$ cat src/rtl/uart_chan_arbiter.sv
// Round-robin arbiter sharing one UART channel register port between two requesters.
// Latches the winning request, runs one channel access at a time, and reports completion, read data or timeout.
module uart_chan_arbiter #(
    parameter int ADDR_W         = 4,
    parameter int DATA_W         = 32,
    parameter int TIMEOUT_CYCLES = 255
) (
    input  logic              clk,
    input  logic              reset,
    input  logic              m0_req,
    input  logic              m0_write,
    input  logic [ADDR_W-1:0] m0_addr,
    input  logic [DATA_W-1:0] m0_wdata,
    output logic              m0_done,
    output logic              m0_err,
    output logic [DATA_W-1:0] m0_rdata,
    input  logic              m1_req,
    input  logic              m1_write,
    input  logic [ADDR_W-1:0] m1_addr,
    input  logic [DATA_W-1:0] m1_wdata,
    output logic              m1_done,
    output logic              m1_err,
    output logic [DATA_W-1:0] m1_rdata,
    output logic              ch_req,
    output logic              ch_write,
    output logic              ch_read,
    output logic [ADDR_W-1:0] ch_addr,
    output logic [DATA_W-1:0] ch_wdata,
    input  logic [DATA_W-1:0] ch_rdata,
    input  logic              ch_ready,
    output logic              busy
);

    typedef enum logic [1:0] {
        IDLE  = 2'd0,
        ISSUE = 2'd1,
        DONE  = 2'd2
    } state_t;

    localparam logic [15:0] CNT_LAST = 16'(TIMEOUT_CYCLES - 1);

    state_t            state;
    state_t            state_next;
    logic              last_grant;
    logic              grant;
    logic              winner;
    logic              any_req;
    logic              lat_write;
    logic [ADDR_W-1:0] lat_addr;
    logic [DATA_W-1:0] lat_wdata;
    logic [15:0]       cnt;
    logic [DATA_W-1:0] res_rdata;
    logic              res_err;

    always_ff @(posedge clk) begin
        if (reset) begin
            state <= IDLE;
        end else begin
            state <= state_next;
        end
    end

    // Under contention the requester that did not win last time goes next.
    always_comb begin
        any_req    = m0_req | m1_req;
        winner     = (m0_req & m1_req) ? ~last_grant : m1_req;
        state_next = state;
        ch_req     = 1'b0;
        ch_write   = 1'b0;
        ch_read    = 1'b0;
        ch_addr    = lat_addr;
        ch_wdata   = lat_wdata;
        busy       = 1'b0;
        m0_done    = 1'b0;
        m0_err     = 1'b0;
        m0_rdata   = '0;
        m1_done    = 1'b0;
        m1_err     = 1'b0;
        m1_rdata   = '0;
        case (state)
            IDLE: begin
                if (any_req) begin
                    state_next = ISSUE;
                end
            end
            ISSUE: begin
                busy     = 1'b1;
                ch_req   = 1'b1;
                ch_write = lat_write;
                ch_read  = ~lat_write;
                if (ch_ready || (cnt == CNT_LAST)) begin
                    state_next = DONE;
                end
            end
            DONE: begin
                busy       = 1'b1;
                state_next = IDLE;
                if (grant) begin
                    m1_done  = 1'b1;
                    m1_err   = res_err;
                    m1_rdata = res_rdata;
                end else begin
                    m0_done  = 1'b1;
                    m0_err   = res_err;
                    m0_rdata = res_rdata;
                end
            end
            default: state_next = IDLE;
        endcase
    end

    // Request fields are captured once at grant so the requester may change them mid-access.
    always_ff @(posedge clk) begin
        if (reset) begin
            last_grant <= 1'b1;
            grant      <= 1'b0;
            lat_write  <= 1'b0;
            lat_addr   <= '0;
            lat_wdata  <= '0;
            cnt        <= '0;
            res_rdata  <= '0;
            res_err    <= 1'b0;
        end else begin
            case (state)
                IDLE: begin
                    cnt <= '0;
                    if (any_req) begin
                        grant <= winner;
                        if (winner) begin
                            lat_write <= m1_write;
                            lat_addr  <= m1_addr;
                            lat_wdata <= m1_wdata;
                        end else begin
                            lat_write <= m0_write;
                            lat_addr  <= m0_addr;
                            lat_wdata <= m0_wdata;
                        end
                    end
                end
                ISSUE: begin
                    if (ch_ready) begin
                        res_rdata <= lat_write ? '0 : ch_rdata;
                        res_err   <= 1'b0;
                    end else if (cnt == CNT_LAST) begin
                        res_rdata <= '0;
                        res_err   <= 1'b1;
                    end else begin
                        cnt <= cnt + 16'd1;
                    end
                end
                DONE: begin
                    last_grant <= grant;
                    cnt        <= '0;
                end
                default: cnt <= '0;
            endcase
        end
    end

endmodule

$ cat config.mk
export PLATFORM = sky130hd
export DESIGN_NAME = uart_chan_arbiter
export DESIGN_NICKNAME = d
export VERILOG_FILES = /design/src/rtl/uart_chan_arbiter.sv
export SDC_FILE = /design/constraint.sdc
export NUM_CORES = 1
export LEC_CHECK = 0
export ABC_AREA = 1
export CAP_MARGIN = 20
export CORE_MARGIN = 5
export CORE_UTILIZATION = 41
export CTS_CLUSTER_SIZE = 8
export DETAILED_ROUTE_END_ITERATION = 10
export HOLD_SLACK_MARGIN = 0.12
export PLACE_DENSITY = 0.78
export SETUP_SLACK_MARGIN = 0.5
export SLEW_MARGIN = 10
export SYNTH_ARGS = -nofsm -noshare
export SYNTH_HDL_FRONTEND = slang
export SYNTH_SLANG_ARGS = --single-unit
$ cat constraint.sdc
create_clock -name clk -period 1.68 [get_ports clk]
set_input_delay 0.336 -clock clk [delete_from_list [all_inputs] [get_ports clk]]
set_output_delay 0.336 -clock clk [all_outputs]
set_load 0.01 [all_outputs]
==> results of run 1 <==
## worst max-delay path: stages, from the launching register on
cell     delay (ps)
dfxtp_2         340
inv_2            80
ha_4            160
inv_4            40
nor2_4          150
inv_6            90
buf_12          160
nor2_2           80
buf_2           130
## worst min-delay path by stage
stage / from / endpoint / slack [ps]
finish: res_rdata[1] / res_rdata[1] / 480
global route: res_rdata[21] / res_rdata[21] / 510
CTS: res_rdata[1] / res_rdata[1] / 480
detailed placement: res_rdata[1] / res_rdata[1] / 460
global placement: res_rdata[1] / res_rdata[1] / 450
floorplan: reset / state[0] / 400
## power breakdown
part | switching [mW] | total, mW | internal (mW) | leakage (nW)
registers | 0.169 | 2.55 | 2.38 | 0.757
clock network | 0.813 | 1.47 | 0.655 | 0.0907
logic | 1.34 | 2.89 | 1.55 | 2.92
## what timing repair did
action	CTS	global route
cloned	11	6
hold buffers	0	0
setup endpoints to repair	197	193
gates resized for setup	585	182
hold endpoints to repair	0	0
pin swaps	43	43
setup buffers	13	31
## kinds of logic after synthesis
logic type                 Yosys count  synth area share (%)
xor gates and xnor gates             7                  1.35
DFF                                 90                  39.6
adders and majority gates            6                  1.65
and+or+nand+nor                    348                  29.6
AOI/OAI and AO/OA                  131                  15.4
buffers and inverters              133                  12.3
## flip-flops by register name (all words and copies together), names as in the netlist
signal / cells
res_rdata: 32
ch_wdata: 32
ch_addr: 4
state: 2
last_grant: 1
res_err: 1
grant: 1
lat_write: 1
cnt: 16
## synth_stat cells
cell,count
nor2_2,2
nand2_4,2
nand2_1,140
clkbuf_1,22
buf_1,3
xor2_1,3
inv_4,1
inv_1,87
or2_2,1
o21ai_1,9
nor3_1,1
a31oi_1,37
ha_1,6
dfxtp_1,90
o21ai_0,67
a21oi_1,18
nand3_1,8
xnor2_1,4
buf_2,10
nand2_2,2
nand4_1,1
nor2_1,191
inv_2,4
buf_6,6
## layer usage
metal  share of wire (%)  GRT usage (%)
met1                  35           26.7
met2                  53           45.1
met3                 7.8           5.95
met4                 3.6           12.4
met5                   0              0
## through the flow
stage	setup TNS [ps]	util, %	cells
after floorplan	0	-	715
after global placement	-10180	68.6	1064
after detailed placement	-13910	68.6	1064
after CTS	-12810	77.4	1103
after global routing	-18530	85.3	1140
final	-13780	85.3	1140
## cells in the final DEF, fill, tap and decap left out, drive strengths merged, types with 4 or more instances in the layout
cell           synthesis  routed
ha                     6       6
clkdlybuf4s15          0      11
clkbuf                22      20
clkinvlp               0       4
a21oi                 18      18
inv                   92      90
a31oi                 37      37
nand2                144     144
xnor2                  4       4
dfxtp                 90      90
buf                   19     180
nand3                  8       8
clkdlybuf4s50          0     110
o21ai                 76      76
nor2                 193     193
## area by class of cell
| type | count | area, um^2 | share of cell area, % |
|---|---|---|---|
| repair buffers | 310 | 3420 | 36.9 |
| multi-input cells | 492 | 3200 | 34.6 |
| flip-flops and latches | 90 | 1880 | 20.3 |
| inverters | 92 | 385 | 4.17 |
| well taps | 140 | 175 | 1.89 |
| clock buffers | 12 | 165 | 1.79 |
| clock inverters | 3 | 23.8 | 0.257 |
| repair inverters | 1 | 7.51 | 0.0812 |
==> results_dict.tcl, run 1 <==
set metrics [dict create \
    grt_overflow_total 0 \
    n_antenna_cell 0 \
    p_leak_nw 3.77 \
    maxSlewViolCount 0 \
    post-route-period-util_pct 117 \
    n_fill_cell 591 \
    power_mw 6.91 \
    fin_ws_ps -283 \
    nets 1113 \
    wire_per_inst_um 17.8 \
    insertion_delay_ps 380 \
    cp-start-kind "flip-flop" \
    end_kind "output port" \
    critPathMaxFanout 8 \
    violations "setup timing" \
    syn_area_per_cell_um2 6.36 \
    yosys_register_bits 90 \
    holdPathStages 2 \
    cts_root_buf "clkbuf_8" \
    synth-seq-area-share_pct 39.6 \
    antenna_found_initial 0 \
    dpl.hpwl_mm 11.3 \
    reg2reg_to "ch_wdata[31]" \
    yosys.area.top_type_share_pct 39.6 \
    area_delta_synth_final_pct 103 \
    start_util_pct 41.9 \
    num_vias 5922 \
    ys_warn_count 0 \
    grt_usage_pct 24.8 \
    die_height_um 115 \
    gp_congestion 0.850 \
    vdd_drop_max_v 0.000590 \
    drt_iter0_markers 432 \
    max-slew-margin-rel_pct 81.7 \
    hold_path.class "reg -> reg" \
    tightest_slew_ps 274 \
    final_antenna_net_count 0 \
    worstPathRequired_ps 1340 \
    cp.arrival_ps 1630 \
    die_area_mm2 0.0133 \
    rsz0062_at_grt "true" \
    clock_sinks 90 \
    reg2reg_from "state[0]" \
    hold_slack_ps 475 \
    synth_area_leaders "dfxtp_1 (40%), nor2_1 (16%), nand2_1 (12%)" \
    ff2ff_setup_slack_ps -50 \
    r2r_cells 11 \
    clk_path_buf_depth 2 \
    num_rows 38 \
    min_period_ps 1960 \
    netlist_instances 715 \
    stdcell_area_mm2 0.00925 \
    grt_pass1_wl_mm 26.6 \
    ios 219 \
    place_area_mm2 0.00743 \
    max_freq_mhz 510 \
    totalWireLength_mm 20.3 \
    hold_viol_final 0 \
    run_status "complete, but fails checks" \
    skew_ps 19.3 \
    criticalPathCategory "reg -> out" \
    pre_cts_slack_ps -265 \
    drive_above_1_share_pct 45.9 \
    maxCapViolCount 0 \
    grt_pass1_vias 5668 \
    tritoncts "built" \
    drc_errors 0 \
    critPathCapture "m0_rdata[31]" \
    routed_via_density 5.19 \
    setup_violations 75 \
    io_buffer_count 218 \
    coreArea_mm2 0.0108 \
    mappedNetlistArea_mm2 0.00455 \
    syn_nets 832 \
    die_w_um 115 \
    yosys.area.top_type "dfxtp_1" \
    numCtsBuffers 9 \
    ys_types 24 \
    clkTransAtPathRegs_ps 100 \
    h-tree-depth 3 \
    p_per_area_mw_per_mm2 748 \
    grt_max_degree 39 \
    crit_start "state[0]" \
    dr.pass1.iters 5 \
]
Power figures use the tool's default switching activity.
==> run 2: changes to the inputs <==
- RECOVER_POWER: not set -> 25
- TNS_END_PERCENT: not set -> 50
==> results_dict.tcl, run 2 (synthesis gave the netlist of run 1 again) <==
set metrics [dict create \
    run_status "complete, but fails checks" \
    violations "setup timing" \
    skew_ps 9.06 \
    insertion_delay_ps 360 \
    crit_start "state[0]" \
    end_kind "output port" \
    drive_above_1_share_pct 37.4 \
    final_antenna_net_count 0 \
    criticalPathCategory "reg -> out" \
    p_leak_nw 3.57 \
    p_per_area_mw_per_mm2 698 \
    numCtsBuffers 9 \
    hold_viol_final 0 \
    clk_path_buf_depth 2 \
    setup_violations 72 \
    routed_via_density 5.17 \
    die_area_mm2 0.0133 \
    grt_max_degree 38 \
    dpl.hpwl_mm 11.8 \
    dp_cells 1067 \
    clock_sinks 90 \
    hp-start "res_rdata[25]" \
    coreArea_mm2 0.0108 \
    maxCapViolCount 0 \
    maxSlewViolCount 0 \
    cts_root_buf "clkbuf_8" \
    h-tree-depth 3 \
    fin_ws_ps -330 \
    final_common_cell "nand2_1" \
    tightest_slew_ps 341 \
    reg2reg_from "state[1]" \
    totalWireLength_mm 19.6 \
    drt_iter0_markers 310 \
    tritoncts "built" \
    hold_slack_ps 477 \
    final_cells 1118 \
    fin_util_pct 81.4 \
    pre_cts_slack_ps -264 \
    gp_congestion 0.888 \
    die_height_um 115 \
    drc_errors 0 \
    nets 1091 \
    grt_pass1_vias 5524 \
    setup_tns_ps -14620 \
    grt_overflow_total 0 \
    stdcell_area_mm2 0.00883 \
    place_area_mm2 0.00746 \
    worstPathRequired_ps 1340 \
    antenna_found_initial 1 \
    grt_pass1_wl_mm 26.4 \
    final_cell_mix "nand2_1 (139), nor2_1 (121), clkdlybuf4s50_1 (110)" \
    post-route-period-util_pct 120 \
    area_delta_synth_final_pct 94.1 \
    die_w_um 115 \
    num_vias 5780 \
    ios 219 \
    num_rows 38 \
    hold_path.class "reg -> reg" \
    cp.arrival_ps 1670 \
    rsz0062_at_grt "true" \
    min_period_ps 2010 \
    vdd_drop_max_v 0.000484 \
    power_mw 6.16 \
    clkTransAtPathRegs_ps 80 \
    grt_usage_pct 24.7 \
    wire_per_inst_um 17.5 \
    max_freq_mhz 498 \
    start_util_pct 41.9 \
    cp-start-kind "flip-flop" \
    critPathMaxFanout 7 \
    max-slew-margin-rel_pct 77.2 \
    dr.pass1.iters 5 \
    io_buffer_count 218 \
]
## run 2: changes by cell type in the layout (fill, tap and decap cells not counted), moves of 7 or more
cell             change
buf_6               +16
clkdlybuf4s15_2     -10
dfxtp_2             -28
o21ai_4             -10
buf_2               -16
a31oi_1             +10
dfxtp_1             +34
nand2_1              +7
a31oi_4             -10
buf_4               -13
nor2_2              -33
nor2_4              +31
## run 2: final timing paths
kind | endpoint | slack, ps | cells after the start
hold reg to reg | res_rdata[25] | 480 | 2
setup reg to reg | res_rdata[18] | 0 | 10
hold / removal | res_rdata[25] | 480 | 2
setup / recovery | m0_rdata[4] | -330 | 8
## run 2: power breakdown
group / internal, mW / switching (mW) / leakage [nW]
combinational: 1.19 / 1.14 / 2.75
clock: 0.567 / 0.730 / 0.0766
sequential: 2.36 / 0.171 / 0.745
## run 2: area by class of cell
type / count / area [um^2]
repair buffers: 288 / 3250
multi-input cells: 492 / 3040
fillers: 640 / 2010
flip-flops and latches: 90 / 1820
inverters: 92 / 377
well taps: 140 / 175
clock buffers: 14 / 153
repair inverters: 1 / 7.51
diodes: 1 / 2.50
## run 2: worst max-delay path, stage by stage (launching register included)
cell and delay (ps):
dfxtp_2 330, inv_2 70, ha_4 160, inv_4 40
nor2_4 140, inv_6 90, bufbuf_16 290, nor2_4 90
buf_6 110
## run 2: repair_timing
item	CTS	global route
setup buffers	12	9
pin swaps	19	48
endpoints found under the setup margin	197	197
cloned	7	8
gates resized for setup	470	273
hold buffers	0	0
## run 2: routing by layer
layer  wire (um)  share of wire [%]  up-vias  GRT usage, %
met2       10000                 51      297          44.6
met5           0                  0        -             0
li1            -                  -     2745             -
met1        6890                 35     2665          26.1
met4         846                4.3        0          10.6
met3        1840                9.4       73          8.32
==> run 3: changes to the inputs <==
- CTS_CLUSTER_DIAMETER: not set -> 60
==> results of run 3 <==
Same layout as run 2: the final DEF is identical, and so are final timing and power.
